### config.mk
export PLATFORM = sky130hd
export DESIGN_NAME = pipe_ctrl
export DESIGN_NICKNAME = d
export VERILOG_FILES = /design/src/rtl/pipe_pkg.sv /design/src/rtl/fwd_unit.sv /design/src/rtl/pipe_ctrl.sv
export SDC_FILE = /design/constraint.sdc
export NUM_CORES = 1
export LEC_CHECK = 0
export ABC_AREA = 1
export ABC_CLOCK_PERIOD_IN_PS = 3800
export BUFFER_PORTS_ARGS = -buffer_cell sky130_fd_sc_hd__buf_4
export CORE_ASPECT_RATIO = 0.6
export CORE_MARGIN = 1.5
export CORE_UTILIZATION = 40
export CTS_CLUSTER_SIZE = 40
export DETAILED_ROUTE_END_ITERATION = 8
export PLACE_DENSITY = 0.65
export REMOVE_ABC_BUFFERS = 1
export SLEW_MARGIN = 40
export SYNTH_ARGS = -nofsm -noshare
export SYNTH_HDL_FRONTEND = slang
export SYNTH_SLANG_ARGS = --single-unit
### constraint.sdc
create_clock -name clk -period 3.8 [get_ports clk]
set_input_delay 0 -clock clk [delete_from_list [all_inputs] [get_ports clk]]
set_output_delay 0 -clock clk [all_outputs]
set_load 0.02 [all_outputs]
### src/rtl/pipe_pkg.sv
// Shared types and constants for the pipeline control block.
//   state_e      : control FSM states (run, drain, halted, single step)
//   FWD_*        : operand-select codes driven on fwda/fwdb
//   DRAIN_CYCLES : bubble cycles needed to retire EXE/MEM/WB before halting
// Helper functions decide whether a stage produces a source register and pick
// the highest-priority forwarding source.
package pipe_pkg;

  typedef enum logic [1:0] {
    StRun    = 2'd0,
    StDrain  = 2'd1,
    StHalted = 2'd2,
    StStep   = 2'd3
  } state_e;

  localparam logic [1:0] FWD_RF  = 2'd0;
  localparam logic [1:0] FWD_EXE = 2'd1;
  localparam logic [1:0] FWD_MEM = 2'd2;
  localparam logic [1:0] FWD_WB  = 2'd3;

  localparam int unsigned DRAIN_CYCLES = 3;

  // r0 is hardwired to zero, so nothing ever produces it.
  function automatic logic is_producer(input logic [4:0] dest, input logic wr,
                                       input logic [4:0] src);
    return wr && (dest == src) && (src != 5'd0);
  endfunction

  // Youngest producer wins: EXE over MEM over WB.
  function automatic logic [1:0] fwd_sel(input logic [4:0] src,
                                         input logic [4:0] edest, input logic ewr,
                                         input logic [4:0] mdest, input logic mwr,
                                         input logic [4:0] wdest, input logic wwr);
    if (is_producer(edest, ewr, src)) return FWD_EXE;
    if (is_producer(mdest, mwr, src)) return FWD_MEM;
    if (is_producer(wdest, wwr, src)) return FWD_WB;
    return FWD_RF;
  endfunction

endpackage

### src/rtl/fwd_unit.sv
// Combinational operand-dependency unit.
// Build option: PIPE_CTRL_FWD_EN
//   defined   : forward from EXE/MEM/WB; only a load in EXE feeding ID stalls
//   undefined : no forwarding (selects stay FWD_RF); any pending producer stalls
// Ports:
//   drs_i, drt_i, duses_rt_i          ID-stage sources and rt-use flag
//   edest_i, ewreg_i, em2reg_i        EXE destination, write flag, load flag
//   mdest_i, mwreg_i                  MEM destination, write flag
//   wdest_i, wwreg_i                  WB destination, write flag
//   hazard_o                          ID instruction must wait this cycle
//   fwda_o, fwdb_o                    operand select for rs / rt
module fwd_unit
  import pipe_pkg::*;
(
  input  logic [4:0] drs_i,
  input  logic [4:0] drt_i,
  input  logic       duses_rt_i,
  input  logic [4:0] edest_i,
  input  logic       ewreg_i,
  input  logic       em2reg_i,
  input  logic [4:0] mdest_i,
  input  logic       mwreg_i,
  input  logic [4:0] wdest_i,
  input  logic       wwreg_i,
  output logic       hazard_o,
  output logic [1:0] fwda_o,
  output logic [1:0] fwdb_o
);

  logic rs_exe, rt_exe;

  assign rs_exe = is_producer(edest_i, ewreg_i, drs_i);
  assign rt_exe = is_producer(edest_i, ewreg_i, drt_i) && duses_rt_i;

`ifdef PIPE_CTRL_FWD_EN
  // Loaded data is not available until MEM, so an EXE load cannot be forwarded.
  assign hazard_o = ewreg_i && em2reg_i && (rs_exe || rt_exe);
  assign fwda_o   = fwd_sel(drs_i, edest_i, ewreg_i, mdest_i, mwreg_i, wdest_i, wwreg_i);
  assign fwdb_o   = fwd_sel(drt_i, edest_i, ewreg_i, mdest_i, mwreg_i, wdest_i, wwreg_i);
`else
  logic rs_later, rt_later;

  assign rs_later = is_producer(mdest_i, mwreg_i, drs_i) || is_producer(wdest_i, wwreg_i, drs_i);
  assign rt_later = (is_producer(mdest_i, mwreg_i, drt_i) ||
                     is_producer(wdest_i, wwreg_i, drt_i)) && duses_rt_i;
  // The load-use term is a subset of the EXE match; kept so em2reg means the
  // same thing in both builds.
  assign hazard_o = (ewreg_i && em2reg_i && (rs_exe || rt_exe)) ||
                    rs_exe || rt_exe || rs_later || rt_later;
  assign fwda_o   = FWD_RF;
  assign fwdb_o   = FWD_RF;
`endif

endmodule

### src/rtl/pipe_ctrl.sv
// Pipeline control: hazard stalls, operand forwarding and debug halt/step.
// Build option: PIPE_CTRL_FWD_EN (see fwd_unit) selects forwarding vs. full
// interlock.
// Ports:
//   clk, rst                          clock, synchronous active-high reset
//   drs, drt, duses_rt                ID-stage sources
//   edestReg, ewreg, em2reg           EXE stage producer info
//   mdestReg, mwreg                   MEM stage producer info
//   wdestReg, wwreg                   WB stage producer info
//   halt_req, step_req                debug halt level / single-step pulse
//   pc_en, ifid_en, bubble            front-end enables and ID/EXE bubble
//   fwda, fwdb                        operand selects (0 RF, 1 EXE, 2 MEM, 3 WB)
//   halted                            core is parked in the halted state
//   stall_cnt                         saturating count of hazard-stall cycles
module pipe_ctrl
  import pipe_pkg::*;
(
  input  logic        clk,
  input  logic        rst,
  input  logic [4:0]  drs,
  input  logic [4:0]  drt,
  input  logic        duses_rt,
  input  logic [4:0]  edestReg,
  input  logic        ewreg,
  input  logic        em2reg,
  input  logic [4:0]  mdestReg,
  input  logic        mwreg,
  input  logic [4:0]  wdestReg,
  input  logic        wwreg,
  input  logic        halt_req,
  input  logic        step_req,
  output logic        pc_en,
  output logic        ifid_en,
  output logic        bubble,
  output logic [1:0]  fwda,
  output logic [1:0]  fwdb,
  output logic        halted,
  output logic [15:0] stall_cnt
);

  localparam logic [1:0] DrainLast = 2'(DRAIN_CYCLES - 1);

  state_e      state_q;
  logic [1:0]  drain_q;
  logic        halted_q;
  logic [15:0] stall_cnt_q, stall_cnt_d;
  logic        hazard;
  logic        stall_cycle;
  logic        hold;

  fwd_unit u_fwd_unit (
    .drs_i      (drs),
    .drt_i      (drt),
    .duses_rt_i (duses_rt),
    .edest_i    (edestReg),
    .ewreg_i    (ewreg),
    .em2reg_i   (em2reg),
    .mdest_i    (mdestReg),
    .mwreg_i    (mwreg),
    .wdest_i    (wdestReg),
    .wwreg_i    (wwreg),
    .hazard_o   (hazard),
    .fwda_o     (fwda),
    .fwdb_o     (fwdb)
  );

  // Only instruction-issuing states can stall on a hazard; DRAIN/HALTED are
  // already frozen and do not count.
  assign stall_cycle = hazard && ((state_q == StRun) || (state_q == StStep));
  assign hold        = stall_cycle || (state_q == StDrain) || (state_q == StHalted);

  assign pc_en     = ~hold;
  assign ifid_en   = ~hold;
  assign bubble    = hold;
  assign halted    = halted_q;
  assign stall_cnt = stall_cnt_q;

  always_comb begin
    stall_cnt_d = stall_cnt_q;
    if (stall_cycle && (stall_cnt_q != 16'hFFFF)) begin
      stall_cnt_d = stall_cnt_q + 16'd1;
    end
  end

  always_ff @(posedge clk) begin
    if (rst) begin
      state_q  <= StRun;
      drain_q  <= 2'd0;
      halted_q <= 1'b0;
    end else begin
      unique case (state_q)
        StRun: begin
          // A pending stall finishes before the halt is honoured.
          if (!hazard && halt_req) begin
            state_q <= StDrain;
            drain_q <= 2'd0;
          end
        end
        StDrain: begin
          if (drain_q == DrainLast) begin
            state_q  <= StHalted;
            drain_q  <= 2'd0;
            halted_q <= 1'b1;
          end else begin
            drain_q <= drain_q + 2'd1;
          end
        end
        StHalted: begin
          if (!halt_req) begin
            state_q  <= StRun;
            halted_q <= 1'b0;
          end else if (step_req) begin
            state_q  <= StStep;
            halted_q <= 1'b0;
          end
        end
        StStep: begin
          // The stepped instruction must actually issue; wait out any hazard.
          if (!hazard) begin
            state_q  <= StHalted;
            halted_q <= 1'b1;
          end
        end
        default: begin
          state_q  <= StRun;
          halted_q <= 1'b0;
        end
      endcase
    end
  end

  always_ff @(posedge clk) begin
    if (rst) begin
      stall_cnt_q <= 16'd0;
    end else begin
      stall_cnt_q <= stall_cnt_d;
    end
  end

endmodule

---- Word level (Yosys, flattened, before mapping) ----
Index checks and enable logic that the tools add are counted.
storage, ports and cells
  bits in registers ....................... 21
  input bits .............................. 34
  output and inout bits ................... 24
  word-level logic and storage cells ...... 74
operators by class
  add/sub/neg operators ................... 2
  equality and inequality tests ........... 15
  muxes and demuxes ....................... 14
  bitwise operators ....................... 1
  reductions and logical operators ........ 38
operator list
  operator                 number
  $eq A5 B5 Y1             6
  $logic_and A1 B1 Y1      19
  $add A16 B1 Y16 const B  1
  $ne A16 B16 Y1 const B   1
  $mux W2                  7
  $logic_or A1 B1 Y1       10
  $reduce_bool A5 Y1       2
  $pmux W2 S4              1
  $reduce_and A4 Y1        2
  $eq A2 B2 Y1 const B     3
  $mux W1                  4
  $ne A2 B1 Y1 const B     2
  $pmux W2 S2              1
  $ne A3 B3 Y1 const B     1
  $pmux W1 S3              1
  $reduce_bool A3 Y1       1
  $add A2 B1 Y2 const B    1
  $eq A2 B1 Y1 const B     1
  $logic_not A2 Y1         1
  $ne A2 B2 Y1 const B     1
  $reduce_and A2 Y1        1
  $reduce_bool A2 Y1       1
  $logic_not A1 Y1         1
  $not A1 Y1               1

---- Longest topological paths before layout ----
Gate-level depths: netlist of the first run.
  depth after elaboration ................. 14
  depth in mapped cells ................... 15

---- Cells and area by module ----
A second synthesis of the first run with hierarchy kept.
unflattened totals
  cells, all modules ...................... 370
  area total of the unflattened synthesis .. 2040.7 µm²
by module, submodules not included
  module     times used  cells an instance  area an instance (µm²)
  pipe_ctrl  1           221                1438.9
  fwd_unit   1           149                601.8

---- Worst setup path before layout of the first run ----
Ideal clock, no wire load.
  kind .................................... flip-flop to flip-flop
  from .................................... register stall_cnt_q[10], in the netlist stall_cnt[10]
  to ...................................... register stall_cnt_q[14], in the netlist stall_cnt[14]
  library setup time ...................... 69 ps
  arrival ................................. 1583 ps
  path slack .............................. 2149 ps
  stages on the path, launching flop included .. 9
  buffers on the path ..................... 1
  period minus slack after synthesis ...... 1651 ps
  cell sequence ........................... dfxtp_1 > inv_1 > nor3_1 > nand3_1 > nand3b_1 > nand2_4 > buf_2 > nand2_1 > a21oi_2
on the way
  longest elaborated chain between the ends .. 2
  elaborated cells between the ends (all ways) .. 3
RTL lines
  element                                                                  RTL line          text
  start: declaration                                                       pipe_ctrl.sv:46   logic [15:0] stall_cnt_q, stall_cnt_d;
  start signal: assignment                                                 pipe_ctrl.sv:136  stall_cnt_q <= stall_cnt_d;
  parallel branches: the longest is 2 deep, another holds $add A16 B1 Y16  -
Parallel ways; which one is timed is not known.
A chain may end at the register's enable or synchronous reset.

---- Worst setup path in the final report of the first run ----
  from .................................... register stall_cnt_q[4], in the netlist stall_cnt[4]
  to ...................................... register stall_cnt_q[6], in the netlist stall_cnt[6]
The elaborated chain is that of the path after synthesis.

==> summary.txt, run 1 <==
Cells and area
  – Nets@finish: 419
  – Layout cells sized above 1: 0.195
  – Synthesis-to-layout area growth: 25.5%
  – Post-route cell area: 0.00229 mm2
  – Commonest non-fill, non-tap cell in the layout: nand2_1
  – Most frequent cells in the layout: 127 x nand2_1, 52 x buf_4, 38 x nor2_1, 37 x inv_1
  – N_diodes: 0

Global route
  – GRT Overall Usage: 0.217
  – Remaining global-route overflow: 0
  – Vias in the first global route: 1728
  – First-pass GRT wire length: 8.67 mm
  – Initial antenna violation count: 0
  – Largest net degree at the start of global routing: 18

Route
  – TritonRoute pass-1 iters: 5
  – Routed Antenna Nets: 0
  – DR vias/cell: 4.77
  – Routed length per instance: 12.0 um
  – Drt drc: 0
  – Routed wire length: 5.27 mm
  – Initial DRC count: 191
  – DR vias: 2095

Clocking
  – TritonCTS clock tree: done
  – Clk buf depth: 2
  – Post-CTS setup buffer count: 0
  – Worst-path clk slew: 0.08 ns
  – Number of buffers created by CTS: 3
  – CTS root buffer: clkbuf_8
  – Cts repair resizes: 0
  – Worst-Skew Late Latency: 0.26 ns
  – Htree depth: 1
  – # hold bufs at CTS: 0
  – Clk sinks: 21

STA
  – TNS Setup: 0 ns
  – Max Clock Freq: 0.582 GHz
  – Final clock skew: 0.00187 ns
  – Slew Viols, Final: 0
  – RSZ-0062 raised after global routing: false
  – Minimum clock period: 1.72 ns
  – Setup-failing EPs final: 0
  – Crit share post-route: 0.452
  – Hold Vio Cnt, Final: 0

Placed design
  – Post-DP Area: 0.00225 mm2
  – Hpwl dp: 4.40 mm
  – Placer congestion estimate: 0.997
  – Port bufs: 52

Pwr
  – VDD IR max: 0.153 mV
  – PD cells: 320 mW/mm2
  – Pleak: 1.15 nW

Floorplan
  – Die height: 55.3 um
  – Rows: 18
  – Die Wd: 90.2 um
  – Full die area: 0.00499 mm2
  – Area of the core: 0.00423 mm2
  – Starting Density: 0.431
  – I/O pin count: 58

Critical path
  – Critical path endpoint category: flip-flop
  – Critical path class: reg -> reg
  – Worst path slowest cell: dfxtp_1
  – CP cell instances: nand2_1 -> nor2_1 -> nand2_1 -> inv_1 -> nand3b_1 -> nand2_4 -> inv_4 -> a21oi_1 -> nor2_1
  – Crit path max fanout: 17
  – Worst EP required: 3.96 ns
  – CP Data Arrival Time: 1.88 ns
  – CP max stage delay: 0.45 ns
  – Startpoint types: flip-flop

Yosys
  – Synth Area per Inst: 5.57 um2
  – Synth warn: 0
  – Syn Std Cell Area: 0.00183 mm2
  – Cell variety after synth: 27
  – Yosys reg bits: 21
  – Sequential area share after synthesis: 0.230
  – Post-synthesis cell count: 328

Outcome
  – Run status: complete, no violations

Job
  – Max Cap Viol: 0

Hold path
  – Hold crit path type: in -> reg
## routing by layer
layer / track usage / vias to the layer above / part of all wire
met1: 0.363 / 901 / 0.53
met2: 0.244 / 90 / 0.34
li1: - / 1102 / -
met3: 0.0895 / 2 / 0.12
met4: 0.0204 / 0 / 0.0019
met5: 0 / - / 0
## per-stage QoR
stage                     hold slack [ns]  std cells  setup slack (ns)  power (mW)  utilization
after detailed placement            0.314        435              2.06       0.583        0.530
after floorplan                    0.0624        323              1.81       0.459            -
after global placement              0.313        435              2.09       0.577        0.530
final                              0.0337        439              2.08       0.732        0.541
after CTS                          0.0256        439              2.09       0.736        0.541
after global routing               0.0316        439              1.96       0.786        0.541
## synth_stat cells
cell / instances / share of area
nand2_1: 127 / 0.26
nor2_1: 38 / 0.078
inv_1: 37 / 0.076
dfxtp_1: 21 / 0.23
nand3_1: 21 / 0.058
a21oi_1: 18 / 0.049
inv_2: 10 / 0.021
o21ai_0: 10 / 0.027
xor2_1: 8 / 0.038
nor3_1: 7 / 0.019
buf_4: 5 / 0.021
ha_1: 5 / 0.034
a21oi_2: 4 / 0.019
xnor2_1: 3 / 0.014
nor4_1: 2 / 0.0068
a31oi_1: 1 / 0.0034
buf_2: 1 / 0.0027
buf_6: 1 / 0.0062
clkbuf_1: 1 / 0.0021
conb_1: 1 / 0.0021
inv_4: 1 / 0.0034
nand2_2: 1 / 0.0034
nand2_4: 1 / 0.0062
nand3b_1: 1 / 0.0041
nand4_1: 1 / 0.0034
nor2_4: 1 / 0.0062
o211ai_1: 1 / 0.0041
## worst paths after layout
path                start       endpoint  slack [ns]  depth (start not counted)
max          stall_cnt[4]   stall_cnt[6]        2.08                          9
min                   rst  stall_cnt[12]        0.03                          2
max reg2reg  stall_cnt[4]   stall_cnt[6]        2.08                          9
min reg2reg        halted         halted        0.45                          2
## flip-flops by register name, summed over array words and instances, names as in the netlist
signal,count
halted,1
stall_cnt,16
state_q,2
drain_q,2
## area by class of cell
type                            count  area, um2
Fill cell                         479       1940
Multi-Input combinational cell    254       1180
Sequential cell                    21        420
Timing Repair Buffer               52        390
Inverter                           48        183
Tap cell                           60       75.1
Clock buffer                        3       41.3
Clock inverter                      1       5.00
## worst max-delay path: cells and delay by family (launching register included)
kind | cells | cell delay [ns]
buffers and inverters | 2 | 0.26
AOI/OAI and AO/OA | 1 | 0.14
DFF | 1 | 0.45
and+or+nand+nor | 6 | 0.77
## cell families (layout without fill, tap and decap cells)
kind of cell | after synthesis | in the layout | share of synthesized area
xor+xnor | 11 | 11 | 0.0527
simple gates | 200 | 200 | 0.446
flops | 21 | 21 | 0.230
fa+ha+maj | 5 | 5 | 0.0342
buf+inv | 56 | 104 | 0.132
other cells | 1 | 4 | 0.00205
compound gates | 34 | 34 | 0.103
## report_power, final
group	total [mW]	switching (mW)	internal, mW
clock	0.152	0.0788	0.0732
combinational	0.327	0.205	0.123
sequential	0.253	0.0147	0.239
Power figures use the tool's default switching activity.
==> run 2: changes to the inputs <==
ABC_CLOCK_PERIOD_IN_PS = 1530   (was 3800)
PLACE_DENSITY = 0.68   (was 0.65)
clock period = 1.53 ns   (was 3.8 ns; I/O delays follow)
==> run 2 against run 1 <==
Worst hold slack got worse by 0.0025 ns. Global-route usage decreased by 0.23 points. Largest cell class unchanged. Critical endpoint is now bubble. Register-to-register slack got worse by 2.0 ns. Power increased to 2.6 times the previous value.
==> summary.txt, run 2 (synthesis results as in run 1) <==
Outcome
  – Run status: complete, no violations

Floorplan
  – Full die area: 0.00499 mm2 (unchanged)
  – Die Wd: 90.2 um (unchanged)
  – Starting Density: 0.431 (unchanged)
  – Die height: 55.3 um (unchanged)
  – I/O pin count: 58 (unchanged)
  – Area of the core: 0.00423 mm2 (unchanged)
  – Rows: 18 (unchanged)

Clocking
  – Clk buf depth: 2 (unchanged)
  – Worst-Skew Late Latency: 0.26 ns (about the same)
  – Clk sinks: 21 (unchanged)
  – CTS root buffer: clkbuf_8
  – Htree depth: 1 (unchanged)
  – TritonCTS clock tree: done
  – Worst-path clk slew: 0.08 ns (about the same)
  – Number of buffers created by CTS: 3 (unchanged)

Route
  – DR vias: 2169 (+3.5%)
  – Routed length per instance: 12.1 um (+0.41%)
  – Routed wire length: 5.53 mm (+5.0%)
  – Drt drc: 0 (unchanged)
  – TritonRoute pass-1 iters: 5 (unchanged)
  – Routed Antenna Nets: 0 (unchanged)
  – Initial DRC count: 181 (-5.2%)
  – DR vias/cell: 4.73 (-0.98%)

Placed design
  – Placer congestion estimate: 0.941 (-5.6%)
  – Inst Count DP: 454 (+4.4%)
  – Port bufs: 52 (unchanged)
  – Hpwl dp: 4.54 mm (+3.2%)
  – Post-DP Area: 0.00241 mm2 (+7.5%)

Cells and area
  – Synthesis-to-layout area growth: 38.6%
  – Post-route cell area: 0.00253 mm2 (+10%)
  – N_diodes: 0 (unchanged)
  – Layout cells sized above 1: 0.283 (+0.0880)
  – Commonest non-fill, non-tap cell in the layout: nand2_1
  – Most frequent cells in the layout: 126 x nand2_1, 70 x buf_4, 37 x inv_1, 35 x nor2_1, 21 x nand3_1
  – Fin util: 0.598 (+0.0564)
  – Max FFs per register: 16 (unchanged)
  – Non-filler instance count after layout: 459 (+4.6%)
  – Nets@finish: 439 (+4.8%)

Pwr
  – P_int: 1.15 mW (+160%)
  – Comb pwr share: 0.480 (+0.033)
  – Psw: 0.755 mW (+150%)
  – Switching Fraction: 0.397 (-0.0104)
  – Clk pwr share: 0.190 (-0.018)
  – Pleak: 1.30 nW (+13%)
  – PD cells: 752 mW/mm2 (+140%)
  – Flop pwr share: 0.330 (-0.016)
  – VDD IR max: 0.393 mV (+160%)

STA
  – Max Clock Freq: 0.676 GHz
  – Setup-failing EPs final: 0 (unchanged)
  – TNS Setup: 0 ns (unchanged)
  – Final clock skew: 0.00238 ns (+0.000509 ns)
  – Minimum clock period: 1.48 ns
  – RSZ-0062 raised after global routing: true
  – Hold Slack: 0.0313 ns (-0.00246 ns)
  – Crit share post-route: 0.967
  – Slew Viols, Final: 0 (unchanged)
  – Hold Vio Cnt, Final: 0 (unchanged)

Critical path
  – Startpoint types: flip-flop
  – Worst path slowest cell: dfxtp_1
  – CP Data Arrival Time: 1.48 ns (-0.40 ns)
  – CP max stage delay: 0.35 ns (-0.10 ns)
  – Crit path max fanout: 3 (-14)
  – Crit path buf inv count: 4 (+2)
  – Worst EP required: 1.53 ns (-2.43 ns)
  – CP cell instances: inv_1 -> ha_1 -> buf_4 -> nor3_2 -> inv_1 -> buf_4
  – Critical path endpoint category: primary output
  – Critical path class: reg -> out
  – Worst path top cell family by delay: buffers and inverters

Global route
  – GRT Overall Usage: 0.215 (-0.00232)
  – Largest net degree at the start of global routing: 17 (-1)
  – Remaining global-route overflow: 0 (unchanged)
  – Vias in the first global route: 1752 (+1.4%)
  – First-pass GRT wire length: 8.56 mm (-1.3%)
  – Initial antenna violation count: 0 (unchanged)

Job
  – Max Cap Viol: 0 (unchanged)

Hold path
  – Hold crit path type: in -> reg
[run 2: cell types whose count changed in the layout (fill, tap and decap cells not counted), moves of 3 or more]
cell,change
dfxtp_1,-8
dfxtp_2,+8
buf_4,+18
nor2_2,+3
nor3_1,-3
nor2_1,-3
[run 2: power by group through the flow]
stage	registers, mW	clock network [mW]	logic, mW
3_5_place_dp	0.639	0	0.867
5_1_grt	0.635	0.396	0.998
6_report	0.629	0.362	0.913
4_1_cts	0.626	0.377	0.879
3_3_place_gp	0.639	0	0.858
2_1_floorplan	0.656	0	0.483
[run 2: repair_timing]
action	CTS	global route
endpoints found under the hold margin	0	0
setup buffers	0	1
setup endpoints to repair	6	22
pin swaps	0	2
gates resized for setup	3	20
hold buffers	0	0
[run 2: final timing paths]
path	from	end	slack, ns	cells after the start
max	state_q[0]	bubble	0.05	6
min	rst	stall_cnt[12]	0.03	2
max reg2reg	state_q[0]	stall_cnt[0]	0.06	7
min reg2reg	halted	halted	0.45	2
[run 2: stage by stage]
| stage | power [mW] | worst slack, ns |
|---|---|---|
| after global routing | 2.03 | -0.0369 |
| after global placement | 1.50 | 0.0150 |
| after CTS | 1.88 | 0.00205 |
| final | 1.90 | 0.0506 |
| after floorplan | 1.14 | -0.460 |
| after detailed placement | 1.51 | -0.0248 |
[run 2: area by class of cell]
| cell class | instances | area [um2] |
|---|---|---|
| fillers | 438 | 1700 |
| clock buffers | 4 | 45.0 |
| multi-input cells | 254 | 1230 |
| flip-flops and latches | 21 | 430 |
| well taps | 60 | 75.1 |
| inverters | 48 | 183 |
| repair buffers | 72 | 566 |
[run 2: routing by layer]
metal	GRT usage	up-vias	part of all wire	routed length [um]
li1	-	1151	-	-
met2	0.246	76	0.35	1940
met3	0.0606	2	0.088	485
met4	0.0204	0	0.0029	16
met1	0.372	940	0.56	3090
met5	0	-	0	0
